[src/rtl/voting_pkg.sv]
// Shared types and helpers for the vote tally block.
package voting_pkg;

  // Controller states
  typedef enum logic [1:0] {
    StLocked,
    StArmed,
    StAck,
    StResult
  } state_e;

  // Mode input encoding
  localparam logic MODE_VOTE   = 1'b0;
  localparam logic MODE_RESULT = 1'b1;

  // Classification of a button vector
  typedef enum logic [1:0] {
    OhZero,
    OhOne,
    OhMulti
  } onehot_e;

  // Widest button vector onehot_check accepts; narrower vectors are zero-extended.
  localparam int unsigned MaxCand = 32;

  // Returns whether vec has no bits, exactly one bit or several bits set.
  function automatic onehot_e onehot_check(input logic [MaxCand-1:0] vec);
    if (vec == '0) begin
      return OhZero;
    end
    // Clearing the lowest set bit leaves zero only for a single set bit.
    if ((vec & (vec - 1'b1)) == '0) begin
      return OhOne;
    end
    return OhMulti;
  endfunction

endpackage

[src/rtl/sat_counter.sv]
// Up-counter that sticks at its all-ones value and flags attempts to pass it.
module sat_counter #(
  parameter int unsigned W = 8
) (
  input  logic         clock,
  input  logic         reset,
  input  logic         inc,
  input  logic         clr,
  output logic [W-1:0] q,
  output logic         sat_hit
);

  localparam logic [W-1:0] MaxVal = '1;

  logic [W-1:0] cnt_q;

  assign q       = cnt_q;
  assign sat_hit = inc && (cnt_q == MaxVal);

  // Count register: increments on inc until saturated, synchronous clear
  always_ff @(posedge clock or negedge reset) begin
    if (!reset) begin
      cnt_q <= '0;
    end else if (clr) begin
      cnt_q <= '0;
    end else if (inc && (cnt_q != MaxVal)) begin
      cnt_q <= cnt_q + 1'b1;
    end
  end

endmodule

[src/rtl/vote_tally.sv]
// One-vote-per-voter tally: officer arms, one debounced vote is accepted,
// the LED confirms it for LED_HOLD cycles, results are readable in result mode.
module vote_tally
  import voting_pkg::*;
#(
  parameter int unsigned N_CAND   = 4,
  parameter int unsigned CNT_W    = 8,
  parameter int unsigned LED_HOLD = 5
) (
  input  logic                      clock,
  input  logic                      reset,
  input  logic                      mode,
  input  logic                      enable_voter,
  input  logic [N_CAND-1:0]         valid_vote,
  input  logic [$clog2(N_CAND)-1:0] sel,
  output logic                      ready,
  output logic                      vote_ack,
  output logic                      reject,
  output logic [N_CAND-1:0]         led,
  output logic [CNT_W-1:0]          count,
  output logic [CNT_W-1:0]          total,
  output logic                      overflow
);

  localparam int unsigned SelW  = $clog2(N_CAND);
  localparam int unsigned HoldW = (LED_HOLD > 1) ? $clog2(LED_HOLD) : 1;
  localparam logic [HoldW-1:0] HoldLast = HoldW'(LED_HOLD - 1);

  state_e            state_q, state_d;
  logic [HoldW-1:0]  hold_q, hold_d;

  logic [MaxCand-1:0] vote_ext;
  onehot_e            vote_kind;
  logic               armed_vote;
  logic               accept;
  logic               multi;

  logic [N_CAND-1:0] cand_inc;
  logic [N_CAND-1:0] cand_sat;
  logic [CNT_W-1:0]  cand_q [N_CAND];
  logic [CNT_W-1:0]  total_q;
  logic              total_sat;

  logic              ready_q, ready_d;
  logic              ack_q, ack_d;
  logic              reject_q, reject_d;
  logic [N_CAND-1:0] led_q, led_d;
  logic              overflow_q, overflow_d;

  // Zero-extend the button vector to the helper's fixed width
  always_comb begin
    vote_ext = '0;
    vote_ext[N_CAND-1:0] = valid_vote;
  end

  assign vote_kind  = onehot_check(vote_ext);
  assign armed_vote = (state_q == StArmed) && (mode == MODE_VOTE);
  assign accept     = armed_vote && (vote_kind == OhOne);
  assign multi      = armed_vote && (vote_kind == OhMulti);
  assign cand_inc   = accept ? valid_vote : '0;

  // Per-candidate tallies
  for (genvar i = 0; i < N_CAND; i++) begin : g_cand
    sat_counter #(
      .W (CNT_W)
    ) u_cand_cnt (
      .clock   (clock),
      .reset   (reset),
      .inc     (cand_inc[i]),
      .clr     (1'b0),
      .q       (cand_q[i]),
      .sat_hit (cand_sat[i])
    );
  end

  // Total of accepted votes, saturating independently of the candidates
  sat_counter #(
    .W (CNT_W)
  ) u_total_cnt (
    .clock   (clock),
    .reset   (reset),
    .inc     (accept),
    .clr     (1'b0),
    .q       (total_q),
    .sat_hit (total_sat)
  );

  // State and LED hold counter registers
  always_ff @(posedge clock or negedge reset) begin
    if (!reset) begin
      state_q <= StLocked;
      hold_q  <= '0;
    end else begin
      state_q <= state_d;
      hold_q  <= hold_d;
    end
  end

  // Next-state logic
  always_comb begin
    state_d = state_q;
    hold_d  = hold_q;
    unique case (state_q)
      StLocked: begin
        if (mode == MODE_RESULT) begin
          state_d = StResult;
        end else if (enable_voter) begin
          state_d = StArmed;
        end
      end
      StArmed: begin
        // Switching to result mode drops the armed voter without counting
        if (mode == MODE_RESULT) begin
          state_d = StResult;
        end else if (accept) begin
          state_d = StAck;
          hold_d  = '0;
        end
      end
      StAck: begin
        // Mode is not sampled here so the confirmation is never cut short
        if (hold_q == HoldLast) begin
          state_d = StLocked;
          hold_d  = '0;
        end else begin
          hold_d = hold_q + 1'b1;
        end
      end
      StResult: begin
        if (mode == MODE_VOTE) begin
          state_d = StLocked;
        end
      end
      default: begin
        state_d = StLocked;
        hold_d  = '0;
      end
    endcase
  end

  // Next values of the registered outputs
  always_comb begin
    ready_d    = (state_d == StArmed);
    ack_d      = accept;
    reject_d   = multi;
    overflow_d = overflow_q | (|cand_sat) | total_sat;
    if (accept) begin
      led_d = valid_vote;
    end else if (state_d == StAck) begin
      led_d = led_q;
    end else begin
      led_d = '0;
    end
  end

  // Output registers
  always_ff @(posedge clock or negedge reset) begin
    if (!reset) begin
      ready_q    <= 1'b0;
      ack_q      <= 1'b0;
      reject_q   <= 1'b0;
      led_q      <= '0;
      overflow_q <= 1'b0;
    end else begin
      ready_q    <= ready_d;
      ack_q      <= ack_d;
      reject_q   <= reject_d;
      led_q      <= led_d;
      overflow_q <= overflow_d;
    end
  end

  assign ready    = ready_q;
  assign vote_ack = ack_q;
  assign reject   = reject_q;
  assign led      = led_q;
  assign overflow = overflow_q;

  // Result readout mux; out-of-range sel matches no candidate and reads 0
  always_comb begin
    count = '0;
    total = '0;
    if (state_q == StResult) begin
      total = total_q;
      for (int i = 0; i < N_CAND; i++) begin
        if (SelW'(i) == sel) begin
          count = cand_q[i];
        end
      end
    end
  end

endmodule

[config.mk]
export PLATFORM = sky130hd
export DESIGN_NAME = vote_tally
export DESIGN_NICKNAME = d
export VERILOG_FILES = /design/src/rtl/voting_pkg.sv /design/src/rtl/sat_counter.sv /design/src/rtl/vote_tally.sv
export SDC_FILE = /design/constraint.sdc
export NUM_CORES = 1
export LEC_CHECK = 0
export CORE_MARGIN = 2
export CORE_UTILIZATION = 63
export DETAILED_ROUTE_END_ITERATION = 10
export DONT_BUFFER_PORTS = 1
export GPL_TIMING_DRIVEN = 0
export HOLD_SLACK_MARGIN = 0.06
export PLACE_DENSITY_LB_ADDON = 0.08
export SYNTH_ARGS = -nofsm -noshare
export SYNTH_HDL_FRONTEND = slang
export SYNTH_SLANG_ARGS = --single-unit
[constraint.sdc]
create_clock -name clock -period 2 [get_ports clock]
set_input_delay 0.4 -clock clock [delete_from_list [all_inputs] [get_ports clock]]
set_output_delay 0.4 -clock clock [all_outputs]
set_load 0.02 [all_outputs]
Word-level counts from Yosys, hierarchy flattened --
Index checks and enable logic that the tools add are counted. Widths: inputs -> output; s select.
Word-level totals: bits in registers 53, latch bits 0, memory bits (writable) 0, bits in read-only memories 0, output and inout bits 24, memories kept 0
Operators by class: add/sub/neg operators 7, $mul 0, div/mod/pow operators 0, order comparisons 0, eq/ne operators 24, shift operators 0, mux-type cells 27, bitwise gates (word level) 4, reductions and logical operators 20
Operator list (count):
- $logic_not 32->1 | 2
- $mux 8 | 6
- $add 8x1->8 const B | 5
- $eq 8x8->1 const B | 5
- $ne 8x8->1 const B | 5
- $and 4x32->32 | 1
- $mux 2 | 10
- $logic_and 1x1->1 | 13
- $mux 4 | 3
- $mux 3 | 3
- $eq 2x2->1 const B | 4
- $pmux 2 s4 | 1
- $eq 2x1->1 const B | 3
- $ne 2x2->1 const B | 3
- $pmux 3 s2 | 1
- $sub 4x1->5 const B | 1
- $eq 2x2->1 const A | 2
- $logic_not 2->1 | 2
- $reduce_or 4->1 | 1
- $add 3x1->3 const B | 1
- $eq 3x3->1 const B | 1
- $mux 1 | 3
- $reduce_and 3->1 | 1
- $eq 1x2->1 const A | 1
- 3 further kinds | 4

Longest topological paths before layout --
Gate-level depths: netlist of run 1.
depth after elaboration 15, mapped depth 6

By module --
Synthesis of run 1 repeated with hierarchy kept, for this count alone.
Unflattened totals: cell total of the unflattened synthesis 325, area, all modules 3468.3 sq um
By module, submodules not included:
- sat_counter | times used 5, cells an instance 47, area each 508.0 sq um
- vote_tally | times used 1, cells an instance 90, area each 928.4 sq um

Worst setup path after synthesis of run 1 --
No wires, ideal clock.
path type in2out, start input sel[1], end output count[2], data arrival time 1.574 ns, path slack 0.026 ns, stages 3, buffers on the path 1, cell sequence clkbuf_1 mux4_2 and3_1
Between the ends: cells in the longest elaborated chain, start to end 6, elaborated cells on any way between the ends 9, classes of those cells 3 x eq/ne; 5 x mux; 1 x reduce/logical
Ends and longest elaborated chain:
- start, declared | line vote_tally.sv:15 | input logic [$clog2(N_CAND)-1:0] sel,
- $logic_not 2->1 | line vote_tally.sv:186 | if (SelW'(i) == sel) begin
- $mux 8 (3 in a row) | line vote_tally.sv:186
- $mux 8 * | line vote_tally.sv:186
- $mux 8 * | line vote_tally.sv:183 | if (state_q == StResult) begin
- end, declared | line vote_tally.sv:20 | output logic [CNT_W-1:0] count,
Mark *: on every way between the ends. The rest lies on a longest branch, timed or not.

Final worst setup path of run 1 --
start register g_cand[0].u_cand_cnt.cnt_q[2], end output count[2]
Between the ends: cells in the longest elaborated chain, start to end 5
Ends and longest elaborated chain:
- start, declared | line sat_counter.sv:15 | logic [W-1:0] cnt_q;
- start signal, assigned | line sat_counter.sv:27 | cnt_q <= cnt_q + 1'b1;
- $mux 8 (4 in a row) | line vote_tally.sv:186
- $mux 8 | line vote_tally.sv:183
Every way passes these cells.

==> parameters.txt, run 1 <==
Parameter                              Value

Outcome
  Outcome ... finished clean

Worst setup path
  Endpoint of the most critical setup path ... count[2]
  Type of the worst setup path ... flip-flop to output port
  Setup slack on the worst flop-to-flop path ... 0.13 ns
  Nature of the critical path endpoint ... output port
  Crit path required time ... 1.60 ns
  Worst-case reg-to-reg path depth ... 4
  End of the worst register-to-register path ... g_cand[0].u_cand_cnt.q[1]
  Worst EP arrival ... 1.54 ns
  Launch point of the worst reg-to-reg path ... g_cand[0].u_cand_cnt.q[0]
  CP Max Fanout ... 6
  Category of the worst setup path launch point ... flip-flop
  Setup crit start ... g_cand[0].u_cand_cnt.q[2]

Route
  Number of optimization iterations in the first detailed-route pass ... 5
  Avg Vias per Cell ... 6.25
  Initial DRC Count ... 177
  DR vias ... 2057
  DRC errors left ... 0
  Routed WL per cell ... 17.5 um
  Total wire length ... 5760 um
  Number of nets still failing antenna checks after routing ... 0

Timing
  Worst clock skew ... 0.00789 ns
  Count of pins over their slew limit ... 0
  Endpoints failing setup ... 0
  RSZ-0062 raised after global routing ... no
  Summed negative setup slack over all endpoints ... 0 ns
  Crit share post-route ... 0.969
  Rel. slew slack ... 0.569
  Final hold viol count ... 0
  Fmax ... 516 MHz
  Min setup slack post-route ... 0.0630 ns
  Fin crit period ... 1.94 ns
  Actual slew at the worst max-slew pin ... 0.646 ns

Clock network
  TritonCTS clock tree ... yes
  Post-CTS clock slew at the launch and capture registers of the worst setup and hold paths ... 0.10 ns
  Clock buffer count from CTS ... 5
  Clock insertion delay at the later pin of the skew report ... 0.30 ns
  Htree depth ... 2
  Buffers from clock root to sink, at most ... 2
  CTS Sinks ... 53
  Master cell of the clock root buffer ... clkbuf_8

Layout
  Antenna diode count ... 0
  Proportion of layout cells with a drive suffix above 1 ... 0.141
  Number of nets in the finished design ... 293
  Most used cells in the layout excluding fill and tap cells ... dfrtp_1 (53), xor2_1 (28), nand2_1 (25)
  Signed area change from the synthesized netlist to the final layout ... 7.44%
  Cell area after layout ... 3090 um2
  Most frequent standard cell in the layout excluding fill and tap cells ... dfrtp_1

Global route
  Remaining global-route overflow ... 0
  Antenna violations before repair ... 0
  Number of global-route vias before repair ... 1903
  Wire length of the first global-routing pass ... 9800 um
  Overall track demand over capacity in global routing ... 0.244
  Pin count of the biggest net entering global routing ... 54

Power
  Combinational share of power ... 0.245
  Power share of the sequential group ... 0.531
  Worst vdd ir ... 0.602 mV
  Clock network fraction of total power ... 0.224
  Pint ... 1.72 mW
  Net Switching ... 0.909 mW
  Sw frac ... 0.346
  Power density cells ... 850 nW/um2
  Leakage ... 1.55 nW

Floorplan
  Die boundary height ... 71.5 um
  Top-level I/O count ... 34
  Initial Util ... 0.656
  Row Count ... 24
  Die Footprint ... 5120 um2
  Floorplan core area ... 4380 um2
  Die width ... 71.5 um

Logic synthesis
  Cell type contributing the most total cell area after synthesis ... dfrtp_1
  Number of warnings reported in the yosys synthesis log ... 0
  Number of cells produced by synthesis ... 264
  Register bit total from synthesis ... 53
  Synth Net Count ... 281
  Count of flip-flops with a built-in enable after synthesis ... 0
  Share of the yosys chip area belonging to registers ... 0.461
  Area share of the leading cell type in the synthesized netlist ... 0.461
  Most instantiated flip-flop cell in the synthesis netlist ... dfrtp_1
  Top cells by area, synth ... dfrtp_1 (46%), xor2_1 (8.5%), mux4_2 (6.3%)
  Cell Area, Synth ... 2870 um2
  Synth unique cells ... 48
  Syn Area/Cell ... 10.9 um2
  Share of synthesized flip-flops with an asynchronous set or reset ... 1.00

Place
  Dpl hpwl ... 4240 um
  Weighted congestion reported at the end of routability-driven placement ... 0.850
  Post-placement setup slack ... -0.122 ns
  Count of input and output buffers ... 0
  Placement Cell Area ... 2940 um2

Min path
  Hold Path Class ... input pin to flip-flop

Run
  Count of maximum capacitance violations ... 0
==> critical path: stages (launching register included) <==
cell and delay (ns):
dfrtp_1 0.48, mux4_2 0.48, and3_1 0.27
==> worst min-delay path by stage <==
stage	cells after the start	to	slack [ns]	startpoint
2_1_floorplan	0	g_cand[0].u_cand_cnt.q[0]	0.10	reset
3_3_place_gp	0	g_cand[0].u_cand_cnt.q[1]	0.11	reset
3_5_place_dp	0	g_cand[0].u_cand_cnt.q[1]	0.11	reset
4_1_cts	2	reject	0.26	valid_vote[0]
5_1_grt	2	reject	0.29	valid_vote[0]
6_report	2	reject	0.26	valid_vote[0]
==> logic make-up (layout without fill, tap and decap cells) <==
group	count (synthesis)	in the layout	share of synthesized area
DFF	53	53	0.461
AOI/OAI and AO/OA	17	17	0.0488
xor gates and xnor gates	34	34	0.104
and+or+nand+nor	120	120	0.239
muxes	15	15	0.0897
adders and majority gates	8	8	0.0340
buffers and inverters	17	30	0.0235
==> stage by stage <==
stage	instances	hold slack (ns)	utilization	power, mW
5_1_grt	329	0.289	0.704	2.80
4_1_cts	329	0.257	0.704	2.64
6_report	329	0.261	0.704	2.63
3_3_place_gp	316	0.106	0.670	1.97
2_1_floorplan	264	0.104	-	1.84
3_5_place_dp	316	0.106	0.670	2.01
==> Yosys cell counts, types with 2 or more instances <==
cell and n:
and3_1 17, inv_1 7, ha_1 7, dfrtp_1 53
mux4_2 8, nand2b_1 3, buf_2 2, nor3b_1 3
nor4_1 8, mux2_2 6, nand4b_2 2, xor2_1 28
xnor2_1 6, nand2_1 25, nand4_1 6, and4_1 2
nor2_1 15, clkbuf_1 7, nand3_1 18, nor3_1 13
==> power groups by stage <==
| stage | sequential (mW) | combinational [mW] | clock [mW] |
|---|---|---|---|
| 2_1_floorplan | 1.37 | 0.479 | 0 |
| 3_3_place_gp | 1.40 | 0.571 | 0 |
| 3_5_place_dp | 1.41 | 0.595 | 0 |
| 4_1_cts | 1.39 | 0.647 | 0.604 |
| 5_1_grt | 1.42 | 0.738 | 0.639 |
| 6_report | 1.39 | 0.644 | 0.588 |
==> layout make-up <==
type	instances	area (um2)
plain buffers	10	43.8
clock buffers	5	68.8
clock inverters	3	17.5
fillers	345	1300
inverters	7	26.3
multi-input cells	194	1480
flip-flops and latches	53	1330
well taps	52	65.1
repair buffers	5	60.1
==> flip-flops by register name (all words and copies together), names as in the netlist <==
register and count:
ready 1, vote_ack 1, led 4, hold_q 3
overflow 1, g_cand.u_cand_cnt.q 32, state_q 2, u_total_cnt.q 8
reject 1
==> repair_timing <==
action / 4_1_cts / 5_1_grt
buffers inserted: 3 / 0
resized for setup: 2 / 0
setup endpoints to repair: 9 / 0
hold endpoints to repair: 53 / 0
hold buffers: 2 / 0
==> per-layer routing <==
layer | vias up | GRT usage | share of wire
met2 | 50 | 0.355 | 0.47
met5 | - | 0 | 0
met1 | 1022 | 0.379 | 0.47
met4 | 0 | 0.0377 | 0.0047
li1 | 981 | - | -
met3 | 4 | 0.0633 | 0.054
Power figures use the tool's default switching activity.
==> run 2: changes to the inputs <==
CORE_UTILIZATION = 57   (was 63)
clock period = 1.7 ns   (was 2 ns; I/O delays follow)
==> run 2 against run 1 <==
The run now ends with negative setup slack left. Clock skew is 0.0012 ns higher. Cell count increased by 17%. Sequential power grew 16%. Sequential cell count is the same. Via count rose by 14%. Critical path depth up 3. Worst hold slack lost 0.058 ns. Largest power group unchanged.
==> parameters.txt, run 2 (same netlist as run 1, synthesis figures left out) <==
Parameter                              Value

Outcome
  Outcome ... finished, violations left
  Failing checks ... negative setup slack

Worst setup path
  Worst EP arrival ... 1.99 ns (+0.45 ns)
  Nature of the critical path endpoint ... flip-flop
  Type of the worst setup path ... flip-flop to flip-flop
  CP Max Fanout ... 8 (+2)
  Crit path required time ... 1.89 ns (+0.29 ns)
  Category of the worst setup path launch point ... flip-flop

Global route
  Most Used Layer, Global Route ... met2
  Met2 track demand over resource in global routing ... 0.420 (+0.0651)
  Remaining global-route overflow ... 0 (unchanged)
  Number of global-route vias before repair ... 2233 (+17%)
  Met1 track demand over resource in global routing ... 0.357 (-0.0216)
  Pin count of the biggest net entering global routing ... 54 (unchanged)
  Antenna violations before repair ... 0 (unchanged)
  Overall track demand over capacity in global routing ... 0.260 (+0.0166)
  Wire length of the first global-routing pass ... 10900 um (+11%)
  Met3 routing resource usage after global routing ... 0.0616 (-0.00171)

Timing
  Crit share post-route ... 1.06
  Endpoints failing setup ... 13 (+13)
  Final hold viol count ... 0 (unchanged)
  RSZ-0062 raised after global routing ... yes
  Worst clock skew ... 0.00909 ns (+0.00119 ns)
  Actual slew at the worst max-slew pin ... 0.620 ns (-0.0258 ns)
  Count of pins over their slew limit ... 0 (unchanged)
  Min setup slack post-route ... -0.0962 ns (-0.159 ns)
  Min Hold Slack ... 0.203 ns (-0.0580 ns)
  Fmax ... 557 MHz
  Fin crit period ... 1.80 ns
  Rel. slew slack ... 0.587 (+0.0176)

Place
  Count of input and output buffers ... 0 (unchanged)
  Placement Cell Area ... 2960 um2 (+0.81%)
  Number of cells in the design after placement ... 331 (+4.7%)
  Dpl hpwl ... 4200 um (-1.1%)
  Weighted congestion reported at the end of routability-driven placement ... 0.763 (-10%)

Layout
  Cell area after layout ... 3730 um2 (+21%)
  Flip-flop count of the largest register, all copies and words added ... 32 (unchanged)
  Filler instances ... 299 (-13%)
  Proportion of layout cells with a drive suffix above 1 ... 0.392 (+0.251)
  Post-layout instance count excluding filler cells ... 386 (+17%)
  Most frequent standard cell in the layout excluding fill and tap cells ... dfrtp_1
  Signed area change from the synthesized netlist to the final layout ... 29.8%
  Post-layout utilization of the core ... 0.779 (+0.0750)
  Number of nets in the finished design ... 335 (+14%)
  Most used cells in the layout excluding fill and tap cells ... dfrtp_1 (46), buf_4 (44), xor2_1 (28)
  Antenna diode count ... 0 (unchanged)

Clock network
  Htree depth ... 2 (unchanged)
  Clock buffer count from CTS ... 5 (unchanged)
  TritonCTS clock tree ... yes
  Master cell of the clock root buffer ... clkbuf_8
  Post-CTS clock slew at the launch and capture registers of the worst setup and hold paths ... 0.10 ns (about the same)
  Buffers from clock root to sink, at most ... 2 (unchanged)
  Clock insertion delay at the later pin of the skew report ... 0.30 ns (about the same)
  CTS Sinks ... 53 (unchanged)

Route
  Avg Vias per Cell ... 6.07 (-2.9%)
  Initial DRC Count ... 117 (-34%)
  Number of optimization iterations in the first detailed-route pass ... 5 (unchanged)
  DRC errors left ... 0 (unchanged)
  Number of nets still failing antenna checks after routing ... 0 (unchanged)
  DR vias ... 2343 (+14%)
  Routed WL per cell ... 18.4 um (+5.4%)
  Total wire length ... 7120 um (+24%)

Floorplan
  Initial Util ... 0.601 (-0.0550)
  Row Count ... 25 (+4.2%)
  Die width ... 75.0 um (+4.8%)
  Die Footprint ... 5630 um2 (+9.9%)
  Top-level I/O count ... 34 (unchanged)
  Die boundary height ... 75.0 um (+4.8%)
  Floorplan core area ... 4790 um2 (+9.2%)

Power
  Leakage ... 1.83 nW (+18%)
  Power density cells ... 946 nW/um2 (+11%)
  Worst vdd ir ... 0.599 mV (-0.49%)
  Total Power ... 3.53 mW (+34%)

Min path
  Hold Path Class ... input pin to flip-flop

Run
  Count of maximum capacitance violations ... 0 (unchanged)
## run 2: power by group
group / internal (mW) / switching [mW]
registers: 1.43 / 0.179
logic: 0.455 / 0.580
clock network: 0.481 / 0.405
## run 2: final timing paths
kind,slack (ns),cells past startpoint,start,to
max,-0.1,5,g_cand[2].u_cand_cnt.q[5],overflow
min,0.20,2,valid_vote[0],led[0]
max reg2reg,-0.1,5,g_cand[2].u_cand_cnt.q[5],overflow
min reg2reg,0.50,1,g_cand[2].u_cand_cnt.q[7],g_cand[2].u_cand_cnt.q[7]
max in group asynchronous,0.89,2,reset,g_cand[1].u_cand_cnt.q[2]
min in group asynchronous,0.57,2,reset,g_cand[2].u_cand_cnt.q[3]
## run 2: area by class of cell
cell class	instances	area, um2	area share
Multi-Input combinational cell	194	1720	0.462
Clock buffer	7	86.3	0.0231
Inverter	7	26.3	0.00704
Timing Repair Buffer	48	399	0.107
Buffer	9	45.0	0.0121
Tap cell	67	83.8	0.0225
Clock inverter	1	30.0	0.00805
Sequential cell	53	1340	0.358
## run 2: per-stage QoR
| stage | setup TNS [ns] | worst slack (ns) |
|---|---|---|
| finish | -0.608 | -0.0962 |
| detailed placement | -5.78 | -0.337 |
| global placement | -5.45 | -0.341 |
| global route | -1.83 | -0.132 |
| CTS | -0.459 | -0.0832 |
| floorplan | -0.0305 | -0.0268 |
## run 2: repair_timing
item                                    4_1_cts  5_1_grt
pin swaps                                     2       13
endpoints found under the setup margin       49       44
endpoints found under the hold margin        53        0
resized for setup                            32       34
setup buffers                                37        9
hold buffers                                  2        0
## run 2: metal layers
layer  vias to the layer above  wire length, um
li1                       1070                -
met1                      1188             3070
met2                        74             3530
met3                        11              411
met4                         0              107
met5                         -                0
## run 2: critical path, stage by stage (launching register included)
cell,delay [ns]
dfrtp_1,0.41
buf_4,0.15
and4_1,0.23
and4_2,0.37
a32o_1,0.26
a211o_1,0.26
==> run 3: changes to the inputs <==
RECOVER_POWER = 25   (was default)
SLEW_MARGIN = 20   (was default)
==> run 3 against run 2 <==
The flow still finishes with violations (negative setup slack). Combinational power about the same. Utilization is 0.42 points lower. Highest routed layer unchanged. Clock skew about the same. Critical endpoint unchanged. Sequential cell count unchanged.
==> parameters.txt, run 3 (same netlist as run 1, synthesis figures left out) <==
Parameter                              Value

Layout
  Proportion of layout cells with a drive suffix above 1 ... 0.392 (unchanged)
  Signed area change from the synthesized netlist to the final layout ... 29.1%
  Flip-flop count of the largest register, all copies and words added ... 32 (unchanged)
  Most frequent standard cell in the layout excluding fill and tap cells ... dfrtp_1
  Cell area after layout ... 3710 um2 (-0.54%)
  Number of nets in the finished design ... 335 (unchanged)
  Most used cells in the layout excluding fill and tap cells ... dfrtp_1 (46), buf_4 (44), xor2_1 (28)
  Post-layout utilization of the core ... 0.775 (-0.00418)
  Antenna diode count ... 0 (unchanged)

Worst setup path
  Delay contributed by the slowest stage of the critical path ... 0.41 ns (about the same)
  Critical-path cell list ... buf_4 -> and4_1 -> and4_2 -> a32o_1 -> a211o_1
  Category of the worst setup path launch point ... flip-flop
  Setup crit start ... g_cand[2].u_cand_cnt.q[5]
  Type of the worst setup path ... flip-flop to flip-flop
  Critical path's top delay family ... simple AND/OR/NAND/NOR gates
  CP Max Fanout ... 8 (unchanged)
  Slowest library cell on the worst path ... dfrtp_1
  Launch point of the worst reg-to-reg path ... g_cand[2].u_cand_cnt.q[5]
  Count of buffer and inverter cells on the critical path ... 1 (unchanged)
  Worst EP arrival ... 1.99 ns (about the same)
  Crit path required time ... 1.89 ns (about the same)
  Nature of the critical path endpoint ... flip-flop

Global route
  Antenna violations before repair ... 0 (unchanged)
  Wire length of the first global-routing pass ... 10900 um (unchanged)
  Number of global-route vias before repair ... 2233 (unchanged)
  Overall track demand over capacity in global routing ... 0.260 (unchanged)
  Remaining global-route overflow ... 0 (unchanged)
  Pin count of the biggest net entering global routing ... 54 (unchanged)

Route
  Routed WL per cell ... 18.5 um (+0.17%)
  Avg Vias per Cell ... 5.99 (-1.3%)
  DR vias ... 2313 (-1.3%)
  Number of nets still failing antenna checks after routing ... 0 (unchanged)
  Number of optimization iterations in the first detailed-route pass ... 4 (-1)
  DRC errors left ... 0 (unchanged)
  Initial DRC Count ... 108 (-7.7%)
  Total wire length ... 7130 um (+0.17%)

Min path
  Hold Path Class ... input pin to flip-flop
  Origin of the worst min-delay path ... valid_vote[0]

Power
  Leakage ... 1.82 nW (-0.44%)
  Worst vdd ir ... 0.599 mV (about the same)
  Sw frac ... 0.330 (about the same)
  Pint ... 2.36 mW (-0.22%)
  Power share of the sequential group ... 0.457 (about the same)
  Combinational share of power ... 0.293 (about the same)
  Power density cells ... 949 nW/um2 (+0.30%)
  Total Power ... 3.52 mW (-0.23%)
  Clock network fraction of total power ... 0.250 (about the same)
  Net Switching ... 1.16 mW (-0.26%)

Timing
  Fmax ... 556 MHz (-0.21%)
  Fin crit period ... 1.80 ns (+0.00380 ns)
  RSZ-0062 raised after global routing ... yes
  Min Hold Slack ... 0.208 ns (+0.00564 ns)
  Final hold viol count ... 0 (unchanged)
  Summed negative setup slack over all endpoints ... -0.601 ns (+0.00687 ns)
  Worst clock skew ... 0.00935 ns (+0.000262 ns)
  Endpoints failing setup ... 12 (-1)
  Min setup slack post-route ... -0.100 ns (-0.00380 ns)
  Crit share post-route ... 1.06 (+0.00224)
  Actual slew at the worst max-slew pin ... 0.730 ns (+0.111 ns)
  Count of pins over their slew limit ... 0 (unchanged)
  Rel. slew slack ... 0.513 (-0.0737)

Floorplan
  Die Footprint ... 5630 um2 (unchanged)
  Die width ... 75.0 um (unchanged)
  Floorplan core area ... 4790 um2 (unchanged)
  Top-level I/O count ... 34 (unchanged)
  Row Count ... 25 (unchanged)
  Initial Util ... 0.601 (unchanged)
  Die boundary height ... 75.0 um (unchanged)

Place
  Dpl hpwl ... 4200 um (unchanged)
  Count of input and output buffers ... 0 (unchanged)
  Placement Cell Area ... 2960 um2 (unchanged)
  Weighted congestion reported at the end of routability-driven placement ... 0.763 (unchanged)

Clock network
  Master cell of the clock root buffer ... clkbuf_8
  CTS Sinks ... 53 (unchanged)
  TritonCTS clock tree ... yes
  Buffers from clock root to sink, at most ... 2 (unchanged)
  Post-CTS clock slew at the launch and capture registers of the worst setup and hold paths ... 0.10 ns (about the same)
  Htree depth ... 2 (unchanged)
  Clock insertion delay at the later pin of the skew report ... 0.30 ns (about the same)
  Clock buffer count from CTS ... 5 (unchanged)

Outcome
  Outcome ... finished, violations left
  Failing checks ... negative setup slack

Run
  Count of maximum capacitance violations ... 0 (unchanged)
[run 3: cell types whose count changed in the layout (fill, tap and decap cells not counted)]
| cell | change |
|---|---|
| buf_16 | -1 |
| clkbuf_4 | +1 |
[run 3: what timing repair did]
item / CTS / global route
buffers inserted: 37 / 9
setup endpoints to repair: 49 / 44
resized for setup: 32 / 34
hold buffers: 2 / 0
pin swaps: 2 / 13
hold endpoints to repair: 53 / 0
[run 3: path summary, 6_finish.rpt]
kind                                              to  slack (ns)  depth (start not counted)
max                                         overflow        -0.1                          5
min                                           led[0]        0.21                          2
max reg2reg                                 overflow        -0.1                          5
min reg2reg                g_cand[2].u_cand_cnt.q[7]        0.50                          1
max in group asynchronous  g_cand[1].u_cand_cnt.q[2]        0.47                          2
min in group asynchronous  g_cand[2].u_cand_cnt.q[5]        0.71                          2
[run 3: cell type report]
cell class,instances,area (um2)
clock inverters,1,30.0
inverters,7,26.3
multi-input cells,194,1720
clock buffers,7,86.3
flip-flops and latches,53,1340
well taps,67,83.8
fillers,301,1080
repair buffers,48,379
plain buffers,9,45.0
[run 3: routing by layer]
layer | part of all wire | vias to the layer above | global-route usage
met5 | 0 | - | 0
met4 | 0.015 | 0 | 0.0655
met3 | 0.062 | 11 | 0.0616
met2 | 0.49 | 67 | 0.420
met1 | 0.43 | 1165 | 0.357
li1 | - | 1070 | -
[run 3: per-stage QoR]
step                std cells  setup WS [ns]
finish                    386         -0.100
global route              386         -0.132
CTS                       377        -0.0832
detailed placement        331         -0.337
global placement          331         -0.341
floorplan                 264        -0.0268
[run 3: power groups by stage]
stage	Clock, mW	Sequential [mW]	Combinational (mW)
6_report	0.882	1.61	1.03
5_1_grt	0.954	1.63	1.13
4_1_cts	0.895	1.60	0.979
3_5_place_dp	0	1.66	0.710
3_3_place_gp	0	1.65	0.682
2_1_floorplan	0	1.61	0.564
[run 3: worst register-to-register path, delay by kind of cell, from the launching register on]
kind            cells  cell delay (ns)
buf+inv             1             0.15
simple gates        2             0.60
compound gates      2             0.52
flops               1             0.41
